### src/rtl/powerup_pkg.sv
// ---------------------------------------------------------------------------
// powerup_pkg
// Shared types and constants for the power-up sprite engine:
//   - life_state_e : lifetime FSM states (IDLE, ACTIVE, BLINK)
//   - SPRITE_SIZE / SPRITE_LOG : sprite edge length in pixels and its log2
//   - PAL_0..PAL_3 : 12-bit RGB for each 2-bit color index
//   - palette_lookup() : index to RGB mapping
// ---------------------------------------------------------------------------
package powerup_pkg;

  typedef enum logic [1:0] {
    IDLE   = 2'd0,
    ACTIVE = 2'd1,
    BLINK  = 2'd2
  } life_state_e;

  localparam int SPRITE_SIZE = 16;
  localparam int SPRITE_LOG  = 4;

  // Index 0 is transparent; its RGB is black so a miss never tints the frame.
  localparam logic [11:0] PAL_0 = 12'h000;
  localparam logic [11:0] PAL_1 = 12'hFF0;
  localparam logic [11:0] PAL_2 = 12'hF80;
  localparam logic [11:0] PAL_3 = 12'hFFF;

  function automatic logic [11:0] palette_lookup(input logic [1:0] idx);
    logic [11:0] color;
    case (idx)
      2'd0:    color = PAL_0;
      2'd1:    color = PAL_1;
      2'd2:    color = PAL_2;
      2'd3:    color = PAL_3;
      default: color = PAL_0;
    endcase
    return color;
  endfunction

endpackage

### src/rtl/powerup_life_fsm.sv
// ---------------------------------------------------------------------------
// powerup_life_fsm
// Lifetime tracker for the single on-screen power-up.
// Ports:
//   clk, reset        : clock, asynchronous active-high reset
//   frame_tick        : one pulse per frame, advances the lifetime counter
//   spawn             : (re)starts the lifetime from any state
//   collect           : player pickup, accepted only while on screen
//   visible           : sprite should be drawn this frame (blinks near the end)
//   active            : registered, state is not IDLE
//   expired           : registered one-cycle pulse, lifetime ran out
//   collected         : registered one-cycle pulse, collect accepted
// Event priority: spawn > collect > frame_tick.
// ---------------------------------------------------------------------------
module powerup_life_fsm
  import powerup_pkg::*;
#(
  parameter int LIFETIME     = 600,
  parameter int BLINK_FRAMES = 120,
  parameter int BLINK_HALF   = 8
) (
  input  logic clk,
  input  logic reset,
  input  logic frame_tick,
  input  logic spawn,
  input  logic collect,
  output logic visible,
  output logic active,
  output logic expired,
  output logic collected
);

  localparam int CNT_W     = $clog2(LIFETIME + 1);
  localparam int BLINK_BIT = $clog2(BLINK_HALF);

  life_state_e      state_q, state_d;
  logic [CNT_W-1:0] cnt_q, cnt_d;
  logic [CNT_W-1:0] cnt_dec_s;
  logic             active_q, active_d;
  logic             expired_q, expired_d;
  logic             collected_q, collected_d;

  assign cnt_dec_s = cnt_q - {{(CNT_W-1){1'b0}}, 1'b1};

  // Next-state, counter and pulse logic.
  always_comb begin
    state_d     = state_q;
    cnt_d       = cnt_q;
    expired_d   = 1'b0;
    collected_d = 1'b0;
    if (spawn) begin
      // A spawn while already on screen is a respawn: full reload, no pulse.
      state_d = ACTIVE;
      cnt_d   = CNT_W'(LIFETIME);
    end else if (collect && (state_q != IDLE)) begin
      // Collect wins over frame_tick, so the counter keeps its value.
      state_d     = IDLE;
      collected_d = 1'b1;
    end else if (frame_tick && (state_q != IDLE)) begin
      cnt_d = cnt_dec_s;
      case (state_q)
        ACTIVE: begin
          if (cnt_dec_s == CNT_W'(BLINK_FRAMES)) begin
            state_d = BLINK;
          end else begin
            state_d = ACTIVE;
          end
        end
        BLINK: begin
          if (cnt_dec_s == {CNT_W{1'b0}}) begin
            state_d   = IDLE;
            expired_d = 1'b1;
          end else begin
            state_d = BLINK;
          end
        end
        default: state_d = IDLE;
      endcase
    end else begin
      state_d = state_q;
    end
    active_d = (state_d != IDLE);
  end

  // Visibility decode; during BLINK one counter bit toggles every BLINK_HALF frames.
  always_comb begin
    visible = 1'b0;
    case (state_q)
      IDLE:    visible = 1'b0;
      ACTIVE:  visible = 1'b1;
      BLINK:   visible = ~cnt_q[BLINK_BIT];
      default: visible = 1'b0;
    endcase
  end

  // State, counter and registered status outputs.
  always_ff @(posedge clk or posedge reset) begin
    if (reset) begin
      state_q     <= IDLE;
      cnt_q       <= {CNT_W{1'b0}};
      active_q    <= 1'b0;
      expired_q   <= 1'b0;
      collected_q <= 1'b0;
    end else begin
      state_q     <= state_d;
      cnt_q       <= cnt_d;
      active_q    <= active_d;
      expired_q   <= expired_d;
      collected_q <= collected_d;
    end
  end

  assign active    = active_q;
  assign expired   = expired_q;
  assign collected = collected_q;

endmodule

### src/rtl/powerup_sprite_gen.sv
// ---------------------------------------------------------------------------
// powerup_sprite_gen
// Read-side sprite engine for the 16x16 power-up bitmap RAM.
// Ports:
//   clk, reset              : clock, asynchronous active-high reset
//   x, y                    : current pixel counters
//   frame_tick              : frame start pulse
//   spawn, spawn_x, spawn_y : start lifetime and latch top-left origin
//   collect                 : player pickup
//   addr_r                  : bitmap RAM read address (registered)
//   ram_dout                : RAM read data, one cycle after addr_r
//   rgb, hit                : sprite pixel colour / opaque-and-visible flag
//   active, expired, collected : lifetime status and pulses
// Pixel pipeline: T+1 address/region/visible, T+2 RAM data aligned,
// T+3 rgb/hit registered.
// ---------------------------------------------------------------------------
module powerup_sprite_gen
  import powerup_pkg::*;
#(
  parameter int ADDR_WIDTH   = 8,
  parameter int DATA_WIDTH   = 2,
  parameter int LIFETIME     = 600,
  parameter int BLINK_FRAMES = 120,
  parameter int BLINK_HALF   = 8
) (
  input  logic                  clk,
  input  logic                  reset,
  input  logic [10:0]           x,
  input  logic [10:0]           y,
  input  logic                  frame_tick,
  input  logic                  spawn,
  input  logic [10:0]           spawn_x,
  input  logic [10:0]           spawn_y,
  input  logic                  collect,
  output logic [ADDR_WIDTH-1:0] addr_r,
  input  logic [DATA_WIDTH-1:0] ram_dout,
  output logic [11:0]           rgb,
  output logic                  hit,
  output logic                  active,
  output logic                  expired,
  output logic                  collected
);

  logic                  visible_s;
  logic [10:0]           origin_x_q, origin_x_d;
  logic [10:0]           origin_y_q, origin_y_d;
  logic [11:0]           dx_s, dy_s;
  logic                  in_region_s;
  logic [ADDR_WIDTH-1:0] addr_r_q, addr_r_d;
  logic                  in_region_d1_q, visible_d1_q;
  logic                  in_region_d2_q, visible_d2_q;
  logic [11:0]           rgb_q, rgb_d;
  logic                  hit_q, hit_d;

  powerup_life_fsm #(
    .LIFETIME     (LIFETIME),
    .BLINK_FRAMES (BLINK_FRAMES),
    .BLINK_HALF   (BLINK_HALF)
  ) u_life (
    .clk        (clk),
    .reset      (reset),
    .frame_tick (frame_tick),
    .spawn      (spawn),
    .collect    (collect),
    .visible    (visible_s),
    .active     (active),
    .expired    (expired),
    .collected  (collected)
  );

  // Origin latch and region/address decode for the current pixel.
  always_comb begin
    origin_x_d = origin_x_q;
    origin_y_d = origin_y_q;
    if (spawn) begin
      origin_x_d = spawn_x;
      origin_y_d = spawn_y;
    end else begin
      origin_x_d = origin_x_q;
      origin_y_d = origin_y_q;
    end
    // 12-bit differences: bit 11 is the sign, so pixels left/above the
    // origin never alias back into the sprite (no wrap-around).
    dx_s = {1'b0, x} - {1'b0, origin_x_q};
    dy_s = {1'b0, y} - {1'b0, origin_y_q};
    // Upper bits all zero means non-negative and below SPRITE_SIZE.
    in_region_s = (dx_s[11:SPRITE_LOG] == {(12-SPRITE_LOG){1'b0}}) &&
                  (dy_s[11:SPRITE_LOG] == {(12-SPRITE_LOG){1'b0}});
    if (in_region_s) begin
      addr_r_d = {dy_s[SPRITE_LOG-1:0], dx_s[SPRITE_LOG-1:0]};
    end else begin
      addr_r_d = {ADDR_WIDTH{1'b0}};
    end
  end

  // Palette stage; runs on data aligned with the second pipeline stage.
  always_comb begin
    hit_d = in_region_d2_q && visible_d2_q && (ram_dout != {DATA_WIDTH{1'b0}});
    if (hit_d) begin
      rgb_d = palette_lookup(ram_dout);
    end else begin
      rgb_d = PAL_0;
    end
  end

  // Origin and pixel pipeline registers.
  always_ff @(posedge clk or posedge reset) begin
    if (reset) begin
      origin_x_q     <= 11'd0;
      origin_y_q     <= 11'd0;
      addr_r_q       <= {ADDR_WIDTH{1'b0}};
      in_region_d1_q <= 1'b0;
      visible_d1_q   <= 1'b0;
      in_region_d2_q <= 1'b0;
      visible_d2_q   <= 1'b0;
      rgb_q          <= 12'h000;
      hit_q          <= 1'b0;
    end else begin
      origin_x_q     <= origin_x_d;
      origin_y_q     <= origin_y_d;
      addr_r_q       <= addr_r_d;
      in_region_d1_q <= in_region_s;
      visible_d1_q   <= visible_s;
      in_region_d2_q <= in_region_d1_q;
      visible_d2_q   <= visible_d1_q;
      rgb_q          <= rgb_d;
      hit_q          <= hit_d;
    end
  end

  assign addr_r = addr_r_q;
  assign rgb    = rgb_q;
  assign hit    = hit_q;

endmodule
### config.mk
export PLATFORM = sky130hd
export DESIGN_NAME = powerup_sprite_gen
export DESIGN_NICKNAME = d
export VERILOG_FILES = /design/src/rtl/powerup_pkg.sv /design/src/rtl/powerup_life_fsm.sv /design/src/rtl/powerup_sprite_gen.sv
export SDC_FILE = /design/constraint.sdc
export NUM_CORES = 1
export LEC_CHECK = 0
export CAP_MARGIN = 20
export CORE_MARGIN = 1.5
export CORE_UTILIZATION = 51
export DETAILED_ROUTE_END_ITERATION = 6
export PLACE_DENSITY = 0.78
export SETUP_SLACK_MARGIN = 0.2
export SYNTH_ARGS = -nofsm -noshare
export SYNTH_HDL_FRONTEND = slang
export SYNTH_SLANG_ARGS = --single-unit
export TNS_END_PERCENT = 5
### constraint.sdc
create_clock -name clk -period 3.4 [get_ports clk]
set_clock_uncertainty 0.05 [all_clocks]
set_input_delay 0.85 -clock clk [delete_from_list [all_inputs] [get_ports clk]]
set_output_delay 0.85 -clock clk [all_outputs]
set_load 0.005 [all_outputs]
==> summary.txt <==
grt total ovfl = 0
antenna violations before repair = 0
Yosys cell types = 55
Syn-to-layout area delta = 31.4%
via count = 3003
Setup violations, final = 0
largest net degree at the start of global routing = 33
remaining antenna violation count = 0
Max Buffers Root-to-Sink = 2
depth of the CTS H-tree = 2
worst-path maximum fanout = 6
Routability Congestion = 0.893
synthesized net count = 465
DRC violations left = 8
hold path depth = 0
vias in the first global route = 2787
WS Path Type = in -> reg
core area = 0.00646 mm^2
CTS Hold Bufs = 0
Met3 Wirelength = 463 um
Synth Register Bits = 53
Async SR Flop Fraction = 1.00
first-pass GRT wire length = 12700 um
Worst Hold Launch = in_region_d1_q$_DFF_PP0_
HPWL Detailed = 5580 um
status = complete, but fails checks
Seq/Total Area, Yosys = 0.384
CTS tree = done
path category of the worst min-delay check = reg -> reg
Leak Pwr = 1.98 nW
synthesized area = 0.00346 mm^2
Worst-path clk slew = 0.10 ns
TritonCTS buffer count = 5
drt first pass iters = 7
M1 wire length = 3640 um
FF-to-FF setup slack = 0.72 ns
hold path endpoint = in_region_d2_q$_DFF_PP0_
Synth Instances = 385
boundary pin count = 75
starting density of the core = 0.535
largest cells by area after synthesis = dfrtp_1 38%, ha_1 9.8%, inv_1 4.1%
Post-synth EDFFs = 0
failing checks = design-rule violations
Least-Margin Pin Slew = 0.651 ns
total wire length after detailed routing = 7920 um
highest metal used = met4
startpoint types = input pin
FP Rows = 29
vias per cell = 5.56
fillers = 497
Routed wire per std cell = 14.7 um
Pwr Density = 360 mW/mm^2
post-route minimum period = 3.15 ns
Root Buffer = clkbuf_8
Highest Clock Rate = 317 MHz
Iter 0 DRT Violations = 156
Most used DFF post-synth = dfrtp_1
RR Endpoint = addr_r[3]$_DFF_PP0_
Total GRT Usage = 0.217
YS warnings = 0
RSZ-0062 raised after global routing = false
Slew headroom = 0.565
chip height = 85.3 um
final number of max-transition violations = 0
Avg Inst Size Synth = 8.98 um^2
Reg2Reg Depth = 11
final core utilization = 0.703
Clock Sinks = 53
Synth top area share = 0.384
Met2 Wirelength = 3580 um
Max-Cap Viols = 0
worst r2r src = origin_x_q[1]$_DFFE_PP0P_
VDD IR-drop max = 0.203 mV
CP endpoint kind = flop
Clock Latency Late Sink = 0.31 ns
full die area = 0.00728 mm^2
total power = 1.64 mW
final worst-path cycle share = 0.927
share of layout cells above drive strength 1 = 0.145
cell taking the most area after synthesis = dfrtp_1
Reg area = 0.00133 mm^2
Final Hold Vio Count = 0
area of the multi-input gates = 0.00200 mm^2
chip width = 85.3 um
nets = 542
Data arrival, critical path = 3.32 ns
I/O Buffers = 74
Antenna diodes = 0
WP data required = 3.57 ns
[power by group]
part	internal, mW	switching [mW]	total [mW]
Clock	0.151	0.225	0.376
Sequential	0.665	0.0219	0.687
Combinational	0.258	0.315	0.573
[cells in the mapped netlist, types with 4 or more instances]
cell / instances
nor2b_1: 8
o21ai_1: 4
nand2_1: 37
ha_1: 27
o21a_1: 5
nor2_1: 24
clkbuf_1: 8
inv_1: 38
a21oi_1: 17
xnor2_1: 15
dfrtp_1: 53
o21ai_0: 28
nand3_1: 9
nor3_1: 10
a31oi_1: 4
nand2b_1: 8
xor2_1: 8
buf_4: 10
nor4_1: 9
[cells in the final DEF (no fill, tap or decap), types with 4 or more instances in the layout]
cell,synthesis,layout
dfrtp_1,53,53
a31oi_1,4,4
xor2_1,8,7
nor3_1,10,10
nand3_1,9,9
nor2b_1,8,8
inv_2,1,4
nand2_1,37,37
clkdlybuf4s50_1,0,70
a21oi_1,17,14
nor2_1,24,23
xnor2_1,15,15
nand2b_1,8,8
clkbuf_8,0,5
o21a_1,5,5
nor4_2,1,7
buf_4,10,18
o21ai_0,28,28
inv_1,38,35
ha_1,27,25
[worst max-delay path by stage]
| stage | slack (ns) | start | endpoint | cells past startpoint |
|---|---|---|---|---|
| final | 0.25 | x[3] | addr_r[3]$_DFF_PP0_ | 10 |
| after global routing | 0.13 | y[1] | addr_r[3]$_DFF_PP0_ | 11 |
| after CTS | 0.20 | y[1] | addr_r[0]$_DFF_PP0_ | 9 |
| after detailed placement | -0.17 | x[0] | addr_r[1]$_DFF_PP0_ | 12 |
| after global placement | -0.06 | x[0] | addr_r[6]$_DFF_PP0_ | 12 |
| after floorplan | 0.49 | x[0] | addr_r[2]$_DFF_PP0_ | 10 |
[registers in the layout (all words and copies together) (netlist names)]
| signal | count |
|---|---|
| origin_y_q | 11 |
| hit | 1 |
| rgb | 3 |
| u_life.state_q | 2 |
| addr_r | 8 |
| u_life.expired | 1 |
| u_life.cnt_q | 10 |
| origin_x_q | 11 |
| u_life.collected | 1 |
| visible_d1_q | 1 |
| u_life.active | 1 |
| visible_d2_q | 1 |
| in_region_d1_q | 1 |
| in_region_d2_q | 1 |
[routing by layer]
layer,vias up,track usage
li1,1473,-
met1,1410,0.294
met2,101,0.354
met4,0,0.0616
met3,19,0.0457
met5,-,0
[kinds of logic after synthesis]
family,synth area share
compound gates,0.158
xor+xnor,0.0583
fa+ha+maj,0.109
buf+inv,0.0811
flops,0.384
mux,0.0185
simple gates,0.191
[what timing repair did]
action | in CTS | in global routing
gates resized for setup | 11 | 20
endpoints found under the setup margin | 8 | 9
pin swaps | 3 | 19
cloned | 1 | 0
buffers inserted | 1 | 8
[stage by stage]
stage          instance area [um^2]  setup TNS (ns)  hold WS [ns]  instances  setup WS, ns
6_report                       4540               0         0.312        540         0.247
5_1_grt                        4540               0         0.328        540         0.125
4_1_cts                        4400               0         0.319        532         0.199
3_5_place_dp                   4220           -1.18         0.294        522        -0.172
3_3_place_gp                   4220          -0.446         0.292        522       -0.0591
2_1_floorplan                  3460               0         0.281        385         0.486
[area by class of cell]
type                    instances  area share
multi-input cells             271       0.440
flip-flops and latches         53       0.292
repair buffers                 92       0.193
inverters                      39      0.0322
well taps                      77      0.0212
clock buffers                   5      0.0151
clock inverters                 3     0.00578
[worst max-delay path: stages]
cell and delay [ns]:
clkdlybuf4s50_1 0.45, ha_1 0.41, a21oi_1 0.23, a21boi_2 0.11, o41ai_2 0.39, mux2i_2 0.24
buf_4 0.18, nand4_4 0.15, buf_4 0.18, nor4_2 0.14
(Power assumes the default switching activity.)
